### config.mk
export PLATFORM = sky130hd
export DESIGN_NAME = pn_dac_sched
export DESIGN_NICKNAME = d
export VERILOG_FILES = /design/src/rtl/pn_dac_sched.sv
export SDC_FILE = /design/constraint.sdc
export NUM_CORES = 1
export LEC_CHECK = 0
export ABC_CLOCK_PERIOD_IN_PS = 3300
export CORE_MARGIN = 2
export CORE_UTILIZATION = 55
export DETAILED_ROUTE_END_ITERATION = 7
export PLACE_DENSITY = 0.81
export SLEW_MARGIN = 20
export SYNTH_ARGS = -nofsm -noshare
export SYNTH_HDL_FRONTEND = slang
export SYNTH_SLANG_ARGS = --single-unit
### constraint.sdc
create_clock -name Clk -period 3.3 [get_ports Clk]
set_input_delay 0.495 -clock Clk [delete_from_list [all_inputs] [get_ports Clk]]
set_output_delay 0.495 -clock Clk [all_outputs]
set_load 0.02 [all_outputs]
### src/rtl/pn_dac_sched.sv
// rtl/pn_dac_sched.sv - DAC sample scheduler / A-B source arbiter with underrun stats.
// Optional PN_DAC_FADE_EN: underrun ticks decay DACin by >>>1 instead of holding it.
module pn_dac_sched #(
   parameter int MSBI = 16,
   parameter int DIV  = 2048
) (
   input  logic            Clk,
   input  logic            nRst,
   input  logic            En,
   input  logic [1:0]      Sel,
   input  logic [MSBI-1:0] ADat,
   input  logic            AVld,
   output logic            ARdy,
   input  logic [MSBI-1:0] BDat,
   input  logic            BVld,
   output logic            BRdy,
   output logic [MSBI-1:0] DACin,
   output logic            SmpStb,
   output logic            Underrun,
   output logic [7:0]      UnderCnt
);
   localparam int CW = $clog2(DIV);

   typedef enum logic [1:0] {MUTE, SYNC, RUN} state_t;

   state_t          state, state_nx;
   logic [CW-1:0]   cnt, cnt_nx;
   logic            tick;
   logic [MSBI-1:0] a_reg, a_reg_nx, b_reg, b_reg_nx;
   logic            a_full, a_full_nx, b_full, b_full_nx;
   logic [MSBI-1:0] dac_nx, mix, hold;
   logic [MSBI:0]   sum;
   logic            a_rdy_nx, b_rdy_nx, stb_nx, und_nx;
   logic [7:0]      ucnt_nx;

   always_ff @(posedge Clk or negedge nRst) begin
      if (!nRst) begin
         state    <= MUTE;
         cnt      <= '0;
         a_reg    <= '0;
         b_reg    <= '0;
         a_full   <= 1'b0;
         b_full   <= 1'b0;
         ARdy     <= 1'b0;
         BRdy     <= 1'b0;
         DACin    <= '0;
         SmpStb   <= 1'b0;
         Underrun <= 1'b0;
         UnderCnt <= '0;
      end else begin
         state    <= state_nx;
         cnt      <= cnt_nx;
         a_reg    <= a_reg_nx;
         b_reg    <= b_reg_nx;
         a_full   <= a_full_nx;
         b_full   <= b_full_nx;
         ARdy     <= a_rdy_nx;
         BRdy     <= b_rdy_nx;
         DACin    <= dac_nx;
         SmpStb   <= stb_nx;
         Underrun <= und_nx;
         UnderCnt <= ucnt_nx;
      end
   end

   always_comb begin
      tick   = (cnt == CW'(DIV - 1));
      cnt_nx = tick ? '0 : cnt + CW'(1);

      // Mix in MSBI+1 bits; a sign mismatch of the top two bits means overflow.
      sum = {a_reg[MSBI-1], a_reg} + {b_reg[MSBI-1], b_reg};
      if (sum[MSBI] != sum[MSBI-1])
         mix = sum[MSBI] ? {1'b1, {(MSBI-1){1'b0}}} : {1'b0, {(MSBI-1){1'b1}}};
      else
         mix = sum[MSBI-1:0];

`ifdef PN_DAC_FADE_EN
      hold = MSBI'($signed(DACin) >>> 1);
`else
      hold = DACin;
`endif

      state_nx  = state;
      a_reg_nx  = a_reg;
      b_reg_nx  = b_reg;
      a_full_nx = a_full;
      b_full_nx = b_full;
      dac_nx    = DACin;
      stb_nx    = 1'b0;
      und_nx    = 1'b0;

      case (state)
         MUTE: begin
            a_full_nx = 1'b0;
            b_full_nx = 1'b0;
            dac_nx    = '0;
            if (En) state_nx = SYNC;
         end
         SYNC: begin
            dac_nx = '0;
            if (!En) begin
               state_nx  = MUTE;
               a_full_nx = 1'b0;
               b_full_nx = 1'b0;
            end else if (tick) begin
               state_nx = RUN;
            end
         end
         RUN: begin
            if (!En) begin
               state_nx  = MUTE;
               a_full_nx = 1'b0;
               b_full_nx = 1'b0;
               dac_nx    = '0;
            end else if (tick) begin
               stb_nx = 1'b1;
               case (Sel)
                  2'b00: begin
                     dac_nx    = '0;
                     a_full_nx = 1'b0;
                     b_full_nx = 1'b0;
                  end
                  2'b01: begin
                     b_full_nx = 1'b0;
                     if (a_full) begin
                        dac_nx    = a_reg;
                        a_full_nx = 1'b0;
                     end else begin
                        dac_nx = hold;
                        und_nx = 1'b1;
                     end
                  end
                  2'b10: begin
                     a_full_nx = 1'b0;
                     if (b_full) begin
                        dac_nx    = b_reg;
                        b_full_nx = 1'b0;
                     end else begin
                        dac_nx = hold;
                        und_nx = 1'b1;
                     end
                  end
                  default: begin
                     if (a_full && b_full) begin
                        dac_nx    = mix;
                        a_full_nx = 1'b0;
                        b_full_nx = 1'b0;
                     end else begin
                        dac_nx = hold;
                        und_nx = 1'b1;
                     end
                  end
               endcase
            end
         end
         default: state_nx = MUTE;
      endcase

      // Loads land after tick processing, so a tick-cycle arrival is kept for the next tick.
      if (state_nx != MUTE) begin
         if (AVld && ARdy) begin
            a_reg_nx  = ADat;
            a_full_nx = 1'b1;
         end
         if (BVld && BRdy) begin
            b_reg_nx  = BDat;
            b_full_nx = 1'b1;
         end
      end

      a_rdy_nx = !a_full_nx && (state_nx != MUTE);
      b_rdy_nx = !b_full_nx && (state_nx != MUTE);

      if (!En)
         ucnt_nx = '0;
      else if (und_nx && (UnderCnt != 8'hFF))
         ucnt_nx = UnderCnt + 8'd1;
      else
         ucnt_nx = UnderCnt;
   end
endmodule

==> summary.txt <==
Global routing
  – Gr usage total: 24.7%
  – Initial antenna violation count: 0
  – Global-route wire length before repair: 16.8 mm
  – Largest net degree at the start of global routing: 76
  – Vias in the first global route: 3,511
  – GRT overflow: 0

Setup path
  – Worst Reg-to-Reg Cells: 9
  – RR Endpoint: a_reg[10]
  – CP endpoint kind: register
  – FF-to-FF Start: cnt[0]
  – Crit Path Category: register to register
  – Arr. time, crit path: 3190 ps
  – Worst EP required: 3530 ps
  – Kind of start point of the critical path: register
  – Worst-path maximum fanout: 17
  – R2R Setup Slk: 340 ps

Routing
  – DR vias/cell: 6.02
  – DRT iter0 DRCs: 209
  – DRT Pass-1 Iters: 4
  – Routed WL per cell: 17.2 µm
  – DR vias: 3,448
  – Antenna viol nets, final: 0
  – Final wirelength: 9.88 mm
  – DRC: 0

Final layout
  – N_diodes: 0
  – Layout cells sized above 1: 14.0%
  – Area grow syn2layout: 21.8%
  – Area of the multi-input gates: 0.00235 mm²
  – Filler cells: 584
  – Fin area: 0.00534 mm²
  – Nets@finish: 533
  – Register Area: 0.00188 mm²

Clock network
  – Htree depth: 3
  – Worst-Skew Late Latency: 350 ps
  – Clock-pin slew of the registers on the worst-case setup and hold paths: 70 ps
  – Clock root buffer master: clkbuf_8
  – Clk sinks: 75
  – CTS tree: yes
  – CTS Buf Count: 9
  – Hold_buf cts: 0
  – # Post-CTS Setup Buffers: 0
  – Post-cts resize count: 0
  – Clk buf depth: 2

Yosys
  – Syn Nets: 464
  – Gate Count Post-Synth: 398
  – Most common cell in the netlist: dfrtp_1
  – EDFF count, synth: 0
  – Share of the synthesized area in the top cell type: 42.8%
  – Top cells by area, synth: dfrtp_1, mux2_2, ha_1
  – Adder-cell share of the synthesized area: 7.87%
  – Sequential fraction of the synthesis area: 42.8%
  – Flops & latches, synth: 75
  – Synth area leader: dfrtp_1
  – Synth cell count leaders: dfrtp_1, mux2_2, ha_1, nand2_1, nor2_1
  – Mux cell area share after synthesis: 8.90%
  – Post-synthesis async set-or-reset flop share: 100%
  – Largest family of logic cells by synthesized area: compound AO/OA/AOI/OAI gates
  – Synth cell types: 60
  – Yosys warns: 0
  – Compound-Gate Fraction of Synth Area: 19.4%
  – Xor and xnor fraction of the mapped netlist area: 3.79%
  – Avg Cell Area, Syn: 11.0 µm²
  – Simple-gate portion of the synthesized area: 13.4%
  – Synthesized cell area: 0.00439 mm²
  – Synth Flop Type: dfrtp_1

Min path
  – HP Class: input port to async pin

Timing
  – RSZ-0062 raised after global routing: false
  – Fin. max-slew vios: 0
  – Layout Skew: 9.27 ps
  – Tcrit/Tclk final: 89.8%
  – Slew headroom: 36.0%
  – Setup TNS: 0 ps
  – Setup violators final: 0
  – Min cycle time layout: 2960 ps
  – Max Clk Rate: 338 MHz
  – Final Hold Viols: 0
  – Worst-Margin Slew: 960 ps

Floorplan
  – Die W: 93.3 µm
  – IO Pins: 67
  – Row Count: 32
  – Die height: 93.3 µm
  – DIE AREA: 0.00871 mm²
  – Core Region: 0.00773 mm²
  – Initial core utilization: 56.8%

Power
  – P_leak: 2.34 nW
  – Total Power Consumption: 4.52 mW
  – Pwr Density: 845 mW/mm²
  – Maximum vdd drop: 555 µV

Placement
  – Final Wtd Congestion: 0.871
  – Port buffer count: 66
  – Area after DPL: 0.00513 mm²
  – Detailed-placement wirelength estimate: 6.87 mm

Flow run
  – Max-Cap Viols: 0

Status
  – Status: finished, final reports clean
## area by class of cell
cell class	instances	share of cell area, %
clock buffers	13	2.79
multi-input cells	292	43.9
flip-flops and latches	75	35.1
inverters	12	0.843
clock inverters	2	1.12
well taps	102	2.39
repair buffers	77	13.8
## critical path: stages, from the launching register on
cell     delay, ps
dfrtp_1        430
ha_1           260
and2_2         170
and4_4         260
and4_2         390
o21ai_0        140
a21oi_1        290
and3_1         230
buf_4          300
mux2_2         380
## cell families after synthesis
family | count (synthesis)
adders and majority gates | 27
buffers and inverters | 31
DFF | 75
xor gates and xnor gates | 19
muxes | 35
AOI/OAI and AO/OA | 110
and+or+nand+nor | 101
## routing by layer
layer / vias to the layer above / track usage [%] / wire length (µm) / part of all wire (%)
li1: 1659 / - / - / -
met1: 1661 / 34.2 / 4460 / 45
met2: 113 / 39.0 / 4610 / 47
met5: - / 0 / 0 / 0
met3: 15 / 3.55 / 618 / 6.3
met4: 0 / 10.0 / 183 / 1.9
## worst max path at each step
stage | from | to | slack (ps)
final | cnt[0] | a_reg[10] | 340
after CTS | b_reg[0] | DACin[7] | 130
after global routing | cnt[0] | a_reg[0] | 160
after floorplan | a_reg[0] | DACin[13] | 730
after global placement | a_reg[0] | DACin[0] | 280
after detailed placement | a_reg[0] | DACin[7] | 150
## cell usage in the layout (no fill, tap or decap), types with 4 or more instances in the layout
cell / netlist / final
clkbuf_8: 1 / 10
xor2_1: 9 / 9
inv_1: 12 / 12
a21o_1: 4 / 4
buf_4: 2 / 11
o211ai_1: 11 / 11
a32o_1: 14 / 14
mux2_2: 30 / 30
o221ai_1: 4 / 4
a221o_1: 14 / 14
nand2_1: 21 / 21
dfrtp_1: 75 / 75
nor2b_1: 4 / 4
and2_1: 6 / 6
ha_1: 26 / 26
xnor2_1: 10 / 10
nand3_1: 16 / 16
nor2_1: 18 / 18
a2111oi_0: 4 / 4
nand2b_1: 7 / 7
and3_1: 9 / 9
a21oi_1: 17 / 17
o21ai_0: 12 / 12
clkdlybuf4s50_1: 0 / 65
## power by group
group	leakage, nW	switching (mW)	internal, mW	total, mW
Combinational	1.27	1.31	1.09	2.40
Clock	0.104	0.325	0.444	0.769
Sequential	0.961	0.203	1.15	1.35
Total	2.34	1.84	2.68	4.52
## through the flow
stage | hold slack, ps | utilization, % | setup WS [ps] | std cells
6_report | 375 | 69.2 | 338 | 573
5_1_grt | 469 | 69.2 | 161 | 573
4_1_cts | 418 | 69.1 | 132 | 573
3_5_place_dp | 467 | 66.4 | 154 | 558
3_3_place_gp | 466 | 66.4 | 278 | 558
2_1_floorplan | 199 | - | 730 | 398
Power figures use the tool's default switching activity.
